## src/rtl/x4xx_ctrlport_timeout_guard.sv

```systemverilog
// Single-outstanding ctrlport guard: registers requests to the core, returns
// a CMDERR ack when the core stays silent, and counts protocol anomalies.
module x4xx_ctrlport_timeout_guard #(
  parameter int TIMEOUT_CYCLES = 1024,
  parameter int CNT_W          = 16
) (
  input  logic             ctrlport_clk,
  input  logic             ctrlport_rst,
  input  logic             s_ctrlport_req_wr,
  input  logic             s_ctrlport_req_rd,
  input  logic [19:0]      s_ctrlport_req_addr,
  input  logic [31:0]      s_ctrlport_req_data,
  output logic             s_ctrlport_resp_ack,
  output logic [1:0]       s_ctrlport_resp_status,
  output logic [31:0]      s_ctrlport_resp_data,
  output logic             m_ctrlport_req_wr,
  output logic             m_ctrlport_req_rd,
  output logic [19:0]      m_ctrlport_req_addr,
  output logic [31:0]      m_ctrlport_req_data,
  input  logic             m_ctrlport_resp_ack,
  input  logic [1:0]       m_ctrlport_resp_status,
  input  logic [31:0]      m_ctrlport_resp_data,
  input  logic             clear_counters,
  output logic [CNT_W-1:0] timeout_count,
  output logic [CNT_W-1:0] stray_ack_count,
  output logic [CNT_W-1:0] overlap_count,
  output logic [19:0]      last_timeout_addr
);

  localparam logic [15:0]      TO_LIM  = 16'(TIMEOUT_CYCLES);
  localparam logic [1:0]       STS_ERR = 2'd1;
  localparam logic [CNT_W-1:0] CNT_MAX = '1;

  typedef enum logic {
    ST_IDLE,
    ST_BUSY
  } state_t;

  state_t      r_state;
  logic [15:0] r_wait;

  logic w_req;
  logic w_busy;
  logic w_fin_ack;
  logic w_timeout;
  logic w_accept;
  logic w_overlap;
  logic w_stray;

  assign w_req     = s_ctrlport_req_wr | s_ctrlport_req_rd;
  assign w_busy    = (r_state == ST_BUSY);
  assign w_fin_ack = w_busy & m_ctrlport_resp_ack;
  // A real ack in the expiry cycle takes precedence over the timeout
  assign w_timeout = w_busy & ~m_ctrlport_resp_ack & (r_wait == TO_LIM);
  assign w_accept  = w_req & (~w_busy | w_fin_ack | w_timeout);
  assign w_overlap = w_req & w_busy & ~w_fin_ack & ~w_timeout;
  assign w_stray   = ~w_busy & m_ctrlport_resp_ack;

  always_ff @(posedge ctrlport_clk or posedge ctrlport_rst) begin
    if (ctrlport_rst) begin
      r_state                <= ST_IDLE;
      r_wait                 <= '0;
      m_ctrlport_req_wr      <= 1'b0;
      m_ctrlport_req_rd      <= 1'b0;
      m_ctrlport_req_addr    <= '0;
      m_ctrlport_req_data    <= '0;
      s_ctrlport_resp_ack    <= 1'b0;
      s_ctrlport_resp_status <= '0;
      s_ctrlport_resp_data   <= '0;
      last_timeout_addr      <= '0;
    end else begin
      m_ctrlport_req_wr   <= 1'b0;
      m_ctrlport_req_rd   <= 1'b0;
      s_ctrlport_resp_ack <= 1'b0;
      if (w_busy) begin
        r_wait <= r_wait + 16'd1;
      end
      if (w_fin_ack) begin
        s_ctrlport_resp_ack    <= 1'b1;
        s_ctrlport_resp_status <= m_ctrlport_resp_status;
        s_ctrlport_resp_data   <= m_ctrlport_resp_data;
        r_state                <= ST_IDLE;
      end else if (w_timeout) begin
        s_ctrlport_resp_ack    <= 1'b1;
        s_ctrlport_resp_status <= STS_ERR;
        s_ctrlport_resp_data   <= '0;
        last_timeout_addr      <= m_ctrlport_req_addr;
        r_state                <= ST_IDLE;
      end
      if (w_accept) begin
        m_ctrlport_req_wr   <= s_ctrlport_req_wr;
        m_ctrlport_req_rd   <= s_ctrlport_req_rd;
        m_ctrlport_req_addr <= s_ctrlport_req_addr;
        m_ctrlport_req_data <= s_ctrlport_req_data;
        r_wait              <= '0;
        r_state             <= ST_BUSY;
      end
    end
  end

  always_ff @(posedge ctrlport_clk or posedge ctrlport_rst) begin
    if (ctrlport_rst) begin
      timeout_count   <= '0;
      stray_ack_count <= '0;
      overlap_count   <= '0;
    end else if (clear_counters) begin
      timeout_count   <= '0;
      stray_ack_count <= '0;
      overlap_count   <= '0;
    end else begin
      if (w_timeout && timeout_count != CNT_MAX) begin
        timeout_count <= timeout_count + 1'b1;
      end
      if (w_stray && stray_ack_count != CNT_MAX) begin
        stray_ack_count <= stray_ack_count + 1'b1;
      end
      if (w_overlap && overlap_count != CNT_MAX) begin
        overlap_count <= overlap_count + 1'b1;
      end
    end
  end

endmodule
```

## config.mk

```make
export PLATFORM = sky130hd
export DESIGN_NAME = x4xx_ctrlport_timeout_guard
export DESIGN_NICKNAME = d
export VERILOG_FILES = /design/src/rtl/x4xx_ctrlport_timeout_guard.sv
export SDC_FILE = /design/constraint.sdc
export NUM_CORES = 1
export LEC_CHECK = 0
export CAP_MARGIN = 20
export CORE_ASPECT_RATIO = 0.7
export CORE_MARGIN = 2
export CORE_UTILIZATION = 46
export DETAILED_ROUTE_END_ITERATION = 8
export GPL_ROUTABILITY_DRIVEN = 0
export PLACE_DENSITY_LB_ADDON = 0.05
export SLEW_MARGIN = 30
export SYNTH_ARGS = -nofsm -noshare
export SYNTH_HDL_FRONTEND = slang
export SYNTH_SLANG_ARGS = --single-unit
```

## constraint.sdc

```tcl
create_clock -name ctrlport_clk -period 6.6 [get_ports ctrlport_clk]
set_input_delay 1.32 -clock ctrlport_clk [delete_from_list [all_inputs] [get_ports ctrlport_clk]]
set_output_delay 1.32 -clock ctrlport_clk [all_outputs]
set_load 0.05 [all_outputs]
```

Word level (Yosys, flattened, before mapping)
Cells that the tools add are included.

Register bits: 174. Input bits: 92. Output and inout port bits: 157. Word-level logic and storage cells: 65.

Add/sub/neg operators: 4. Eq/ne operators: 4. Mux-type cells: 19. Bitwise gates (word level): 15. Reductions and logical operators: 10.

Operators by type and width (count): 16-bit two-way mux (8); 16-bit by 1-bit adder with 16-bit output, second input constant (4); 32-bit two-way mux (2); 16-bit != test, second input constant (3); 16-bit by 11-bit equality test with 1-bit output, second input constant (1); 2-bit nonzero test (5); 1-bit AND (8); 1-bit two-way mux (7); 2-bit two-way mux (2); 1-bit NOT (4); 1-bit logical AND (3); 1-bit bitwise OR (3); 3-bit nonzero test (1); 2-bit AND reduction (1).

Logic depth before layout (Yosys ltp)
Depth in word-level cells: 8. Depth in mapped cells: 10. Mapped depth without buffers: 7.

Worst setup path before layout
OpenSTA, ideal clock, no wires.

Path kind: input to register. Start: input m_ctrlport_resp_ack. End: register timeout_count[4]. Setup time: 0.127 ns. Arrival time: 2.567 ns. Required time: 6.473 ns. Slack: 3.906 ns. Stages: 4. Cell sequence: nor2b_1 > nand2_4 > or4b_1 > mux2_1.

Longest elaborated chain between the ends: 5.

Ends and longest elaborated chain: start, declared (line 20) `input logic m_ctrlport_resp_ack,`; 1-bit NOT (line 54) `assign w_timeout = w_busy & ~m_ctrlport_resp_ack & (r_wait == TO_LIM);`; 1-bit AND (2 in a row) (line 54); 1-bit logical AND (line 111) `if (w_timeout && timeout_count != CNT_MAX) begin`; 2-bit nonzero test (no line); end signal, assigned (line 112) `timeout_count <= timeout_count + 1'b1;`; end, declared (line 24) `output logic [CNT_W-1:0] timeout_count,`.

Every way passes these cells. A chain may end at the register's enable or synchronous reset.

Final worst setup path
Ends and elaborated chain as after synthesis.

==> metrics.txt <==
hold endpoint s_ctrlport_resp_data[6]$_DFFE_PP0P_; Reg2Reg Setup Slack 3.74 ns; Max-Cap Viols 0; synth warn 0; status finished, final reports clean; DRT iter0 DRCs 333; hold path depth 2; routed vias 6,023; PortBufs 248; CTS H-tree depth 4; Period minus WS final 3.49 ns; final period utilization 52.9%; # rows 39; Mean Syn Cell Area 11.1 µm²; kind of start point of the critical path input port; CP Capture Type flop; critical path peak fanout 59; CTS root buffer clkbuf_16; CTS resizes 0; CTS tree built; endpoints failing setup 0; CTS Buf Count 17; area of the core 16,300 µm²; unrepaired setup endpoints after global routing no; sequential-to-total area share from yosys stat 57.0%; CTS clk-pin slew, worst paths 0.06 ns; CP arrival 3.79 ns; Synth top area share 57.0%; Worst-Margin Slew 0.708 ns; Fin Setup TNS 0 ns; WL/cell 17.0 µm; Slew Viols, Final 0; Vias/cell 5.17; initial antenna violation count 1; Net Count, Synth 784; post-synthesis cell area 7630 µm²; area post-placement 10,300 µm²; later-pin clock latency in the skew report 0.43 ns; Total GRT Usage 22.7%; share of cells above drive strength 1 14.0%; Finished Layout Cells 1,164; placed cells 1,129; grt total ovfl 0; top post-synthesis cells by area dfrtp_1 (57%), mux2_2 (12%), nand2_1 (4.2%), nand3_1 (3.3%), nor2_1 (3.1%); top cells by count, synth dfrtp_1 (174), nand2_1 (85), mux2_2 (78), nor2_1 (64), nand3_1 (50); async set-or-reset flop fraction in the synthesized netlist 100%; Crit Path Class input port to flop; # Post-CTS Setup Buffers 0; R2R Path Start r_wait[0]$_DFFE_PP0P_; Area Overhead vs Synth 44.6%; Die Y 112 µm; worst vdd ir 229 µV; Clock Sinks 174; Synth area leader dfrtp_1; Leak 0.00477 µW; Primary FF master, synth dfrtp_1; Die ar. 17,700 µm²; power density over the cells 274 nW/µm²; Post-synth EDFFs 0; vias in the first global route 5,965; most instantiated library cell after synthesis dfrtp_1; hold buffer count at cts 0; layout net count 1,022; worst hold start s_ctrlport_resp_data[6]$_DFFE_PP0P_; first-pass GRT wire length 31.3 mm; #FFs+latches synth 174; Clock Path Buffers 2; HPWL after detailed placement 13.7 mm; DR pass1 iterations 5; Die X 158 µm; FMAX 287 MHz; Final Instance Area 11,000 µm²; starting density of the core 46.8%; I/O pin count 249; Final Hold Vio Count 0; ANT nets after route 0; clock skew 0.0109 ns; drt total wl 19.8 mm; Unique masters post-synth 44; Worst EP required 6.91 ns; Rel. slew slack 52.8%; Reg-to-Reg End timeout_count[4]$_DFFE_PP0P_; Tightest Hold Check Type flop to flop; largest net degree at the start of global routing 124; R2R depth 7; Syn Inst Count 687; DRC 0
-- power breakdown --
group	switching (µW)	total, µW	leakage [µW]	internal, µW
logic	411	656	0.00220	245
registers	55.8	1200	0.00224	1150
clock network	422	1170	0.000331	750
total	889	3030	0.00477	2140
-- registers in the layout, indices dropped and copies added, names as in the netlist, 2 cells and up --
| signal | flops |
|---|---|
| m_ctrlport_req_data | 32 |
| s_ctrlport_resp_data | 32 |
| r_wait | 16 |
| timeout_count | 16 |
| overlap_count | 16 |
| stray_ack_count | 16 |
| last_timeout_addr | 20 |
| s_ctrlport_resp_status | 2 |
| m_ctrlport_req_addr | 20 |
-- routing by layer --
layer  GRT usage [%]  part of all wire (%)  vias to the layer above
li1                -                     -                     2869
met1            29.5                    43                     2966
met2            36.8                    49                      168
met3            6.89                   6.3                       20
met4            6.55                   1.8                        0
met5               0                     0                        -
-- worst max-delay path by stage --
stage | cells after the start | from | end | slack (ns)
after floorplan | 1 | ctrlport_rst | last_timeout_addr[0]$_DFFE_PP0P_ | 0.56
after global placement | 7 | m_ctrlport_resp_ack | m_ctrlport_req_data[20]$_DFFE_PP0P_ | 2.53
after detailed placement | 7 | m_ctrlport_resp_ack | m_ctrlport_req_data[30]$_DFFE_PP0P_ | 2.42
after CTS | 7 | m_ctrlport_resp_ack | m_ctrlport_req_data[24]$_DFFE_PP0P_ | 2.88
after global routing | 5 | m_ctrlport_resp_ack | timeout_count[4]$_DFFE_PP0P_ | 2.95
final | 5 | m_ctrlport_resp_ack | timeout_count[4]$_DFFE_PP0P_ | 3.11
-- kinds of logic (layout without fill, tap and decap cells) --
group	Yosys count	in the layout	share of synthesized area, %
other cells	0	1	0
fa+ha+maj	5	5	0.820
buf+inv	44	295	2.36
flops	174	174	57.0
simple gates	302	302	19.8
mux	86	86	12.6
xor+xnor	35	35	4.02
compound gates	41	41	3.41
-- layout by cell type, fill, tap and decap left out, drive strengths merged, types with 9 or more instances in the layout --
cell type,n
o21ai,11
nand2,86
inv,12
xor2,27
clkbuf,18
a21oi,13
dfrtp,174
and3,9
mux2,79
nor2,64
nand4,26
clkdlybuf4s50,247
nor2b,13
nand3,51
-- layout make-up --
type	instances	area [µm²]
fillers	1260	5260
flip-flops and latches	174	4350
multi-input cells	469	3110
repair buffers	253	2560
clock buffers	18	429
well taps	225	282
clock inverters	14	262
inverters	10	45.0
diodes	1	2.50
-- worst max-delay path: stages --
cell,delay [ns]
clkdlybuf4s50_1,0.53
nor2b_1,0.43
nand2_4,0.48
or4b_1,0.70
mux2_1,0.33
-- through the flow --
step | hold WS (ns) | utilization, % | worst slack, ns | power (µW)
after floorplan | 0.510 | - | 0.563 | 1610
after global placement | 0.481 | 63.1 | 2.53 | 1860
after detailed placement | 0.488 | 63.1 | 2.42 | 1870
after CTS | 0.504 | 67.4 | 2.88 | 3050
after global routing | 0.514 | 67.7 | 2.95 | 3140
final | 0.498 | 67.7 | 3.11 | 3030
Note: power is estimated with default switching activity, not from simulation.
